<file path="config.mk">
export PLATFORM = sky130hd
export DESIGN_NAME = duty_period_meter
export DESIGN_NICKNAME = d
export VERILOG_FILES = /design/src/rtl/dpm_pkg.sv /design/src/rtl/dpm_sync_edge.sv /design/src/rtl/duty_period_meter.sv
export SDC_FILE = /design/constraint.sdc
export NUM_CORES = 1
export LEC_CHECK = 0
export BUFFER_PORTS_ARGS = -buffer_cell sky130_fd_sc_hd__buf_2
export CORE_UTILIZATION = 45
export CTS_CLUSTER_SIZE = 14
export DETAILED_ROUTE_END_ITERATION = 8
export HOLD_SLACK_MARGIN = 0.03
export PLACE_DENSITY = 0.66
export SYNTH_ARGS = -nofsm -noshare
export SYNTH_HDL_FRONTEND = slang
export SYNTH_HIERARCHICAL = 1
export SYNTH_SLANG_ARGS = --single-unit
</file>
<file path="constraint.sdc">
create_clock -name clk -period 2.8 [get_ports clk]
set_clock_uncertainty 0.05 [all_clocks]
set_input_delay 0.56 -clock clk [delete_from_list [all_inputs] [get_ports clk]]
set_output_delay 0.56 -clock clk [all_outputs]
set_load 0.01 [all_outputs]
</file>
<file path="src/rtl/dpm_pkg.sv">
// Shared types for duty_period_meter: FSM state encoding and the published result record.
package dpm_pkg;

    localparam int unsigned DpmCntW = 16;

    typedef enum logic [1:0] {
        StIdle,
        StArm,
        StHigh,
        StLow
    } dpm_state_e;

    typedef struct packed {
        logic [DpmCntW-1:0] period;
        logic [DpmCntW-1:0] high_time;
    } dpm_result_t;

endpackage

</file>
<file path="src/rtl/dpm_sync_edge.sv">
// Synchronizer and rise/fall detector for duty_period_meter.
// Defining DPM_GLITCH_FILTER_EN inserts a FILT_LEN-cycle stability filter after the synchronizer.
module dpm_sync_edge #(
    parameter int unsigned SYNC_STAGES = 2,
    parameter int unsigned FILT_LEN    = 3
) (
    input  logic clk,
    input  logic rst_n,
    input  logic sig_i,
    output logic rise_o,
    output logic fall_o
);

    logic [SYNC_STAGES-1:0] sync_q, sync_d;
    logic                   sync_lvl;
    logic                   s;
    logic                   s_dly_q, s_dly_d;

    always_comb begin
        sync_d  = {sync_q[SYNC_STAGES-2:0], sig_i};
        s_dly_d = s;
    end

    assign sync_lvl = sync_q[SYNC_STAGES-1];

    always_ff @(posedge clk or negedge rst_n) begin
        if (!rst_n) begin
            sync_q  <= '0;
            s_dly_q <= 1'b0;
        end else begin
            sync_q  <= sync_d;
            s_dly_q <= s_dly_d;
        end
    end

`ifdef DPM_GLITCH_FILTER_EN
    localparam int unsigned FiltW = $clog2(FILT_LEN + 1);

    logic [FiltW-1:0] filt_cnt_q, filt_cnt_d;
    logic             filt_q, filt_d;

    // Counts consecutive cycles the synchronized level disagrees with the filtered level.
    always_comb begin
        filt_d     = filt_q;
        filt_cnt_d = '0;
        if (sync_lvl != filt_q) begin
            if (filt_cnt_q == FiltW'(FILT_LEN - 1)) begin
                filt_d = sync_lvl;
            end else begin
                filt_cnt_d = filt_cnt_q + 1'b1;
            end
        end
    end

    always_ff @(posedge clk or negedge rst_n) begin
        if (!rst_n) begin
            filt_q     <= 1'b0;
            filt_cnt_q <= '0;
        end else begin
            filt_q     <= filt_d;
            filt_cnt_q <= filt_cnt_d;
        end
    end

    assign s = filt_q;
`else
    assign s = sync_lvl;
`endif

    assign rise_o = s & ~s_dly_q;
    assign fall_o = ~s & s_dly_q;

endmodule

</file>
<file path="src/rtl/duty_period_meter.sv">
// Measures period and high time of a slow input; one {period, high_time} per rise-to-rise cycle.
// Optional glitch filter enabled by defining DPM_GLITCH_FILTER_EN.
module duty_period_meter #(
    parameter int unsigned CNT_W       = 16,
    parameter int unsigned SYNC_STAGES = 2,
    parameter int unsigned FILT_LEN    = 3
) (
    input  logic             clk,
    input  logic             rst_n,
    input  logic             en,
    input  logic             sig_in,
    output logic             meas_valid,
    input  logic             meas_ready,
    output logic [CNT_W-1:0] period,
    output logic [CNT_W-1:0] high_time,
    output logic             overrun,
    output logic             timeout
);

    import dpm_pkg::*;

    typedef struct packed {
        logic [CNT_W-1:0] period;
        logic [CNT_W-1:0] high_time;
    } meas_t;

    localparam logic [CNT_W-1:0] CntMax = '1;

    logic       rise, fall;
    dpm_state_e state_q, state_d;
    logic [CNT_W-1:0] cnt_q, cnt_d;
    logic [CNT_W-1:0] high_cap_q, high_cap_d;
    meas_t      res_q, res_d;
    logic       meas_valid_q, meas_valid_d;
    logic       overrun_q, overrun_d;
    logic       timeout_q, timeout_d;
    logic       en_q, en_d;
    logic       publish;
    logic       accept;

    dpm_sync_edge #(
        .SYNC_STAGES (SYNC_STAGES),
        .FILT_LEN    (FILT_LEN)
    ) u_sync_edge (
        .clk    (clk),
        .rst_n  (rst_n),
        .sig_i  (sig_in),
        .rise_o (rise),
        .fall_o (fall)
    );

    always_comb begin
        state_d      = state_q;
        cnt_d        = cnt_q;
        high_cap_d   = high_cap_q;
        res_d        = res_q;
        meas_valid_d = meas_valid_q;
        overrun_d    = overrun_q;
        timeout_d    = timeout_q;
        en_d         = en;
        publish      = 1'b0;
        accept       = meas_valid_q & meas_ready;

        if (accept) begin
            meas_valid_d = 1'b0;
        end

        if (!en) begin
            // Partial measurement is dropped; a pending result stays valid.
            state_d = StIdle;
            cnt_d   = '0;
            if (en_q) begin
                overrun_d = 1'b0;
            end
        end else begin
            unique case (state_q)
                StIdle: begin
                    state_d = StArm;
                    cnt_d   = '0;
                end
                StArm: begin
                    cnt_d = '0;
                    if (rise) begin
                        state_d = StHigh;
                        cnt_d   = CNT_W'(1);
                    end
                end
                StHigh, StLow: begin
                    if (cnt_q == CntMax) begin
                        timeout_d = 1'b1;
                        state_d   = StArm;
                        cnt_d     = '0;
                    end else if (state_q == StHigh && fall) begin
                        high_cap_d = cnt_q;
                        state_d    = StLow;
                        cnt_d      = cnt_q + 1'b1;
                    end else if (state_q == StLow && rise) begin
                        publish = 1'b1;
                        state_d = StHigh;
                        cnt_d   = CNT_W'(1);
                    end else begin
                        cnt_d = cnt_q + 1'b1;
                    end
                end
                default: state_d = StIdle;
            endcase
        end

        if (publish) begin
            if (!meas_valid_q || accept) begin
                res_d.period    = cnt_q;
                res_d.high_time = high_cap_q;
                meas_valid_d    = 1'b1;
                timeout_d       = 1'b0;
            end else begin
                overrun_d = 1'b1;
            end
        end
    end

    always_ff @(posedge clk or negedge rst_n) begin
        if (!rst_n) begin
            state_q      <= StIdle;
            cnt_q        <= '0;
            high_cap_q   <= '0;
            res_q        <= '0;
            meas_valid_q <= 1'b0;
            overrun_q    <= 1'b0;
            timeout_q    <= 1'b0;
            en_q         <= 1'b0;
        end else begin
            state_q      <= state_d;
            cnt_q        <= cnt_d;
            high_cap_q   <= high_cap_d;
            res_q        <= res_d;
            meas_valid_q <= meas_valid_d;
            overrun_q    <= overrun_d;
            timeout_q    <= timeout_d;
            en_q         <= en_d;
        end
    end

    assign meas_valid = meas_valid_q;
    assign period     = res_q.period;
    assign high_time  = res_q.high_time;
    assign overrun    = overrun_q;
    assign timeout    = timeout_q;

endmodule
</file>
==> out/qor.yml, run 1 <==
total_leakage_power_nw: 1.81
final_layout_size_suffix_gt1_frac: 0.260
cts_hold_repair.buffers: 0
synthesis.nets: 230
port_buffers: 39
ctsResizeCount: 0
drv_slew: 0
grt_usage: 0.169
grt_max_degree: 74
fillers: 557
clkTransAtPathRegs_ns: 0.08
clock_path_buffers: 2
num_antenna_cells: 0
grt-ovfl-total: 0
r2r-start: "cnt_q[0]"
final_cell_area_mm2: 0.00349
core_mm2: 0.00639
die_h_um: 83.4
ys_warn_count: 6
finalCritPeriodShare: 0.907
tightest_slew_ns: 0.692
rsz0062_at_grt: "no"
multi_input_area_mm2: 0.00108
fmax_mhz: 394
finalSetupViolCount: 0
cts_sinks: 73
reg2reg_depth: 6
async_flop_share: 1.00
cts_buffers: 9
fin_tns_setup_ns: 0
num_io_pins: 40
finalCoreUtilization: 0.546
start_kind: "flop"
dieWidth_um: 83.4
synthCells: 224
cts_tree: "yes"
ys_seq_area_frac: 0.613
root_buffer: "clkbuf_8"
areaGrowthSynthToFinish_pct: 17.1
syn_avg_cell_area_um2: 13.3
period_minus_slack_ns: 2.54
routed_wl_um: 5050
final_nets: 274
vdd_drop_max_v: 0.000394
drt-initial-drc-count: 114
final-hold-violation-count: 0
grt_pass1_wl_um: 9040
ys.flop_type: "dfrtp_1"
design.die.area_mm2: 0.00695
critPathKind: "reg2reg"
run_status: "completed"
viasPerCell: 5.29
dp_slack_ns: 0.188
drc: 0
fin_ws_ns: 0.259
ant_nets: 0
globalplace.congestion: 0.750
drtPass1Iterations: 4
cts_setup_buffers: 0
reg2reg_to: "high_time[14]"
endpoint_kind: "flop"
grt_pass1_vias: 1823
vias: 1851
final_common_cell: "dfrtp_1"
syn-cell-area_mm2: 0.00298
cp.required_ns: 2.98
wl_per_cell_um: 14.4
synth-edff-count: 0
cts-htree-levels: 3
synth-seq-cells: 73
dp_hpwl_um: 3410
r2r_setup_slack_ns: 0.26
antenna_found_initial: 0
clk_latency_ns: 0.34
rows: 29
powerDensity_mw_per_mm2: 589
critical_path_arrival_ns: 2.72
yosysUniqueCellTypes: 34
start_util: 0.466
drv_cap: 0
postPlaceCellArea_mm2: 0.00326
regArea_mm2: 0.00183
final_cell_mix: "dfrtp_1, mux2_1, buf_2"
critPathMaxFanout: 18
slew_headroom: 0.538
hold_class: "in2async"
[cells by family (layout without fill, tap and decap cells)]
family | count (synthesis) | after routing | synth area share
DFF | 73 | 73 | 0.613
muxes | 45 | 45 | 0.170
AOI/OAI and AO/OA | 14 | 14 | 0.0290
and+or+nand+nor | 63 | 63 | 0.121
buffers and inverters | 15 | 64 | 0.0244
adders and majority gates | 1 | 1 | 0.00420
xor gates and xnor gates | 13 | 13 | 0.0382
[sequential cells by signal, indices dropped and copies added (netlist names)]
signal               count
cnt_q                   16
en_q                     1
high_cap_q              16
high_time               16
meas_valid               1
overrun                  1
period                  16
state_q                  2
timeout                  1
u_sync_edge/s_dly_q      1
u_sync_edge/sync_q       2
[stage by stage]
step / cells / total power, W / hold WS [ns]
after detailed placement: 334 / 0.00117 / 0.286
after global placement: 334 / 0.00116 / 0.282
final: 350 / 0.00205 / 0.176
after global routing: 350 / 0.00215 / 0.189
after CTS: 350 / 0.00209 / 0.190
after floorplan: 224 / 0.00113 / 0.214
[power by group]
group	switching [W]	total, W	internal (W)
clock network	0.000386	0.000912	0.000527
registers	0.0000120	0.00108	0.00107
logic	0.0000361	0.0000580	0.0000219
total	0.000434	0.00205	0.00162
[worst max-delay path by stage]
stage,start,end,slack [ns],cells past startpoint
2_1_floorplan,cnt_q[0],high_time[0],0.87,7
3_3_place_gp,cnt_q[0],high_time[14],0.22,6
3_5_place_dp,cnt_q[0],high_time[14],0.19,6
4_1_cts,cnt_q[0],high_time[14],0.17,6
5_1_grt,cnt_q[0],high_time[14],0.08,6
6_report,cnt_q[0],high_time[14],0.26,6
[routing by layer]
metal | vias to the layer above | track usage | wire length, um
met5 | - | 0 | 0
met4 | 0 | 0.0564 | 52
met3 | 4 | 0.0616 | 204
met2 | 38 | 0.255 | 2430
met1 | 925 | 0.226 | 2360
li1 | 884 | - | -
[Yosys cell counts, drive strengths merged (4+ instances only)]
| library cell | count | area (um2) |
|---|---|---|
| dfrtp | 73 | 1830 |
| buf | 7 | 41.3 |
| inv | 5 | 18.8 |
| nand3 | 8 | 40.0 |
| o21ai | 4 | 20.0 |
| nand2 | 9 | 33.8 |
| nand4 | 6 | 50.0 |
| xnor2 | 8 | 70.1 |
| nor4 | 8 | 65.1 |
| a21oi | 5 | 25.0 |
| mux2 | 45 | 507 |
| nor2 | 17 | 68.8 |
| xor2 | 5 | 43.8 |
[critical path, stage by stage (launching register included)]
cell and delay [ns]:
dfrtp_1 0.47, ha_1 0.34, nand3_1 0.17, nor4_4 0.07, nor2_2 0.57, buf_4 0.37
mux2_2 0.37
[cell type report]
cell class                 instances  area share
clock buffer                      10      0.0395
clock inverter                     6      0.0262
inverter                           5     0.00538
multi-input combinational        136       0.310
sequential                        73       0.524
tap                               77      0.0276
timing repair buffer              43      0.0681
Power figures use the tool's default switching activity.
==> run 2: changes to the inputs <==
- MAX_ROUTING_LAYER: unset -> met4
==> out/qor.yml, run 2 (synthesis results as in run 1) <==
run_status: "completed"
port_buffers: 39  # unchanged
antenna_found_initial: 0  # unchanged
crit_path_cell_trace: "ha_1, nand3_1, nor4_4, nor2_2, buf_4, mux2_2"
critical_path_arrival_ns: 2.73  # about the same
vdd_drop_max_v: 0.000396  # +0.61%
cp_slowest_cell: "nor2_2"
dpl.cell_count: 334  # unchanged
period_minus_slack_ns: 2.55  # +0.00991 ns
grt-ovfl-total: 0  # unchanged
drv_slew: 0  # unchanged
cp-endpoint: "high_time[14]"
r2r_setup_slack_ns: 0.25  # about the same
final_nets: 274  # unchanged
fin_tns_setup_ns: 0  # unchanged
grt_pass1_wl_um: 9050  # about the same
cts_sinks: 73  # unchanged
clock_path_buffers: 2  # unchanged
fmax_mhz: 392  # -0.39%
slew_headroom: 0.533  # -0.00483
path_depth: 6  # unchanged
final_cells: 350  # unchanged
final-hold-violation-count: 0  # unchanged
cts_setup_buffers: 0  # unchanged
routed_wl_um: 5040  # -0.14%
grt_pass1_vias: 1814  # -0.49%
highest_layer: "met4"
cts_hold_repair.buffers: 0  # unchanged
rows: 29  # unchanged
wl_per_cell_um: 14.4  # -0.14%
cts-htree-levels: 3  # unchanged
cp.required_ns: 2.98  # about the same
endpoint_kind: "flop"
reg2reg_depth: 6  # unchanged
dp_hpwl_um: 3410  # unchanged
r2r-start: "cnt_q[0]"
globalplace.congestion: 0.760  # +1.3%
drtPass1Iterations: 4  # unchanged
num_antenna_cells: 0  # unchanged
rsz0062_at_grt: "no"
startpoint: "cnt_q[0]"
critPathKind: "reg2reg"
ant_nets: 0  # unchanged
cts_tree: "yes"
start_kind: "flop"
areaGrowthSynthToFinish_pct: 17.1  # unchanged
tightest_slew_ns: 0.699  # +0.00723 ns
reg2reg_to: "high_time[14]"
route.met3.wl_um: 172  # -16%
die_h_um: 83.4  # unchanged
num_io_pins: 40  # unchanged
final_common_cell: "dfrtp_1"
core_mm2: 0.00639  # unchanged
final_layout_size_suffix_gt1_frac: 0.260  # unchanged
critical-path-top-delay-family: "simple AND/OR/NAND/NOR gates"
clkTransAtPathRegs_ns: 0.08  # about the same
cts_buffers: 9  # unchanged
total_leakage_power_nw: 1.81  # unchanged
powerDensity_mw_per_mm2: 589  # about the same
drc: 0  # unchanged
grt_usage: 0.174  # +0.00563
final_cell_mix: "dfrtp_1, mux2_1, buf_2"
wl_met1_um: 2410  # +1.9%
design.die.area_mm2: 0.00695  # unchanged
start_util: 0.466  # unchanged
drv_cap: 0  # unchanged
clk_latency_ns: 0.34  # about the same
critPathMaxFanout: 18  # unchanged
drt-initial-drc-count: 102  # -11%
ctsResizeCount: 0  # unchanged
met2_length_um: 2410  # -0.86%
viasPerCell: 5.27  # -0.27%
finalCritPeriodShare: 0.911  # +0.00354
vias: 1846  # -0.27%
root_buffer: "clkbuf_8"
dieWidth_um: 83.4  # unchanged
finalSetupViolCount: 0  # unchanged
grt_max_degree: 74  # unchanged
worst_path_largest_cell_delay_ns: 0.57  # about the same
cp_num_buf_inv: 1  # unchanged
hold_class: "in2async"
## run 2: cell counts in the layout (fill, tap and decap cells not counted)
Identical to the previous run, type by type.
## run 2: worst min path at each step
stage	startpoint	to	slack [ns]	cells past startpoint
2_1_floorplan	rst_n	cnt_q[0]	0.21	0
4_1_cts	rst_n	period[11]	0.19	2
3_3_place_gp	u_sync_edge/sync_q[0]	u_sync_edge/sync_q[1]	0.28	0
6_report	rst_n	meas_valid	0.17	2
3_5_place_dp	u_sync_edge/sync_q[0]	u_sync_edge/sync_q[1]	0.29	0
5_1_grt	rst_n	period[11]	0.19	2
## run 2: stage by stage
stage	util	cell area (um2)	hold slack [ns]	setup slack [ns]	power [W]
3_3_place_gp	0.510	3260	0.282	0.223	0.00116
2_1_floorplan	-	2980	0.214	0.872	0.00113
6_report	0.546	3490	0.173	0.249	0.00205
4_1_cts	0.546	3490	0.190	0.172	0.00209
5_1_grt	0.546	3490	0.191	0.0817	0.00215
3_5_place_dp	0.510	3260	0.286	0.188	0.00117
## run 2: cell type report
class                           instances  area (um2)
Clock buffer                           10         138
Clock inverter                          6        91.3
Fill cell                             557        2900
Inverter                                5        18.8
Multi-Input combinational cell        136        1080
Sequential cell                        73        1830
Tap cell                               77        96.3
Timing Repair Buffer                   43         238
## run 2: where the power goes
part	switching, W	internal [W]
clock	0.000385	0.000527
sequential	0.0000118	0.00107
combinational	0.0000363	0.0000219
total	0.000433	0.00162
## run 2: layer usage
| metal | track usage | vias to the layer above |
|---|---|---|
| met3 | 0.0596 | 4 |
| li1 | - | 885 |
| met1 | 0.232 | 923 |
| met4 | 0.0564 | 0 |
| met5 | - | - |
| met2 | 0.253 | 34 |
==> run 3: changes to the inputs <==
- CORE_ASPECT_RATIO: unset -> 0.8
==> out/qor.yml, run 3 (synthesis results as in run 1) <==
run_status: "finished with violations"
violations: "DRC"
final_layout_size_suffix_gt1_frac: 0.256  # -0.00366
slew_headroom: 0.328  # -0.206
core_mm2: 0.00638  # -0.16%
clk_latency_ns: 0.35  # about the same
drt-initial-drc-count: 95  # -6.9%
hold-worst-slack_ns: 0.214  # +0.0403 ns
ant_nets: 0  # unchanged
reg2reg_depth: 6  # unchanged
ctsResizeCount: 0  # unchanged
port_buffers: 39  # unchanged
design.die.area_mm2: 0.00695  # about the same
critical-path-top-delay-family: "simple AND/OR/NAND/NOR gates"
wl_per_cell_um: 14.9  # +3.3%
antenna_found_initial: 0  # unchanged
cp_slowest_cell: "nor2_2"
critPathKind: "reg2reg"
cts_tree: "yes"
r2r_setup_slack_ns: 0.27  # +0.02 ns
die_h_um: 74.8  # -10%
drv_cap: 0  # unchanged
viasPerCell: 5.21  # -1.3%
cts_sinks: 73  # unchanged
final_cell_mix: "dfrtp_1, mux2_1, buf_2"
final_common_cell: "dfrtp_1"
final_cell_area_mm2: 0.00352  # +1.0%
rsz0062_at_grt: "no"
powerDensity_mw_per_mm2: 606  # +3.0%
reg2reg_to: "high_time[15]"
globalplace.congestion: 0.796  # +4.8%
num_antenna_cells: 0  # unchanged
final-hold-violation-count: 0  # unchanged
clock_path_buffers: 2  # unchanged
grt-ovfl-total: 0  # unchanged
postPlaceCellArea_mm2: 0.00328  # +0.65%
dp_hpwl_um: 3540  # +3.8%
tightest_slew_ns: 1.01  # +0.308 ns
dieWidth_um: 93.0  # +12%
total_power_w: 0.00214  # +4.1%
cts_hold_repair.buffers: 0  # unchanged
grt_max_degree: 44  # -41%
cts-htree-levels: 3  # unchanged
grt_usage: 0.183  # +0.00815
drc: 1  # +1
fmax_mhz: 396  # +0.96%
grt_pass1_wl_um: 9080  # +0.39%
areaGrowthSynthToFinish_pct: 18.3
final_nets: 274  # unchanged
start_util: 0.467  # +0.000732
finalCritPeriodShare: 0.902  # -0.00869
cts_setup_buffers: 0  # unchanged
vias: 1859  # +0.70%
finalSetupViolCount: 0  # unchanged
root_buffer: "clkbuf_8"
rows: 26  # -10%
start_kind: "flop"
cp.required_ns: 2.98  # about the same
cts_buffers: 9  # unchanged
path_depth: 6  # unchanged
critical_path_arrival_ns: 2.71  # -0.02 ns
finalCoreUtilization: 0.553  # +0.00655
hold_class: "in2async"
period_minus_slack_ns: 2.53  # -0.0243 ns
crit_path_cell_trace: "ha_1, nand3_1, nor4_4, nor2_2, buf_12, mux2_1"
drv_slew: 0  # unchanged
num_io_pins: 40  # unchanged
drtPass1Iterations: 6  # +2
worst_path_largest_cell_delay_ns: 0.80  # +0.23 ns
fin_tns_setup_ns: 0  # unchanged
cp_num_buf_inv: 1  # unchanged
routed_wl_um: 5310  # +5.4%
vdd_drop_max_v: 0.000310  # -22%
clkTransAtPathRegs_ns: 0.07  # about the same
critPathMaxFanout: 17  # -1
r2r-start: "cnt_q[0]"
total_leakage_power_nw: 1.83  # +0.97%
grt_pass1_vias: 1833  # +1.0%
endpoint_kind: "flop"
[run 3: cell types whose count changed in the layout (fill, tap and decap cells not counted), sizes merged]
cell	delta
bufinv	+1
clkbuf	+1
clkinvlp	-2
[run 3: worst max-delay path by stage]
stage	from	end	slack [ns]
finish	cnt_q[0]	high_time[15]	0.27
CTS	cnt_q[0]	high_time[1]	0.21
global route	cnt_q[0]	high_time[15]	0.07
global placement	en	high_time[15]	0.27
detailed placement	en	period[5]	0.18
floorplan	cnt_q[0]	high_time[0]	0.87
[run 3: layout make-up]
class                           instances  area, um2
Sequential cell                        73       1830
Clock inverter                          5        103
Timing Repair Buffer                   43        250
Tap cell                               84        105
Multi-Input combinational cell        136       1080
Fill cell                             568       2850
Inverter                                5       18.8
Clock buffer                           11        141
[run 3: per-layer routing]
| layer | share of wire | vias up | track usage |
|---|---|---|---|
| met1 | 0.52 | 931 | 0.235 |
| li1 | - | 872 | - |
| met2 | 0.42 | 45 | 0.263 |
| met5 | 0 | - | - |
| met4 | 0.020 | 0 | 0.0752 |
| met3 | 0.044 | 11 | 0.0667 |
[run 3: where the power goes]
| part | leakage (nW) | switching, W | internal (W) |
|---|---|---|---|
| Combinational | 0.701 | 0.0000381 | 0.0000221 |
| Sequential | 1.00 | 0.0000124 | 0.00107 |
| Clock | 0.120 | 0.000378 | 0.000615 |
[run 3: per-stage QoR]
stage | std cells | setup WS, ns
finish | 357 | 0.274
global route | 357 | 0.0698
global placement | 341 | 0.269
detailed placement | 341 | 0.175
CTS | 357 | 0.209
floorplan | 224 | 0.872
[run 3: worst register-to-register path, delay by kind of cell (launching register included)]
| kind | cells | cell delay, ns |
|---|---|---|
| simple gates | 3 | 1.03 |
| flops | 1 | 0.44 |
| mux | 1 | 0.33 |
| fa+ha+maj | 1 | 0.32 |
| buf+inv | 1 | 0.24 |
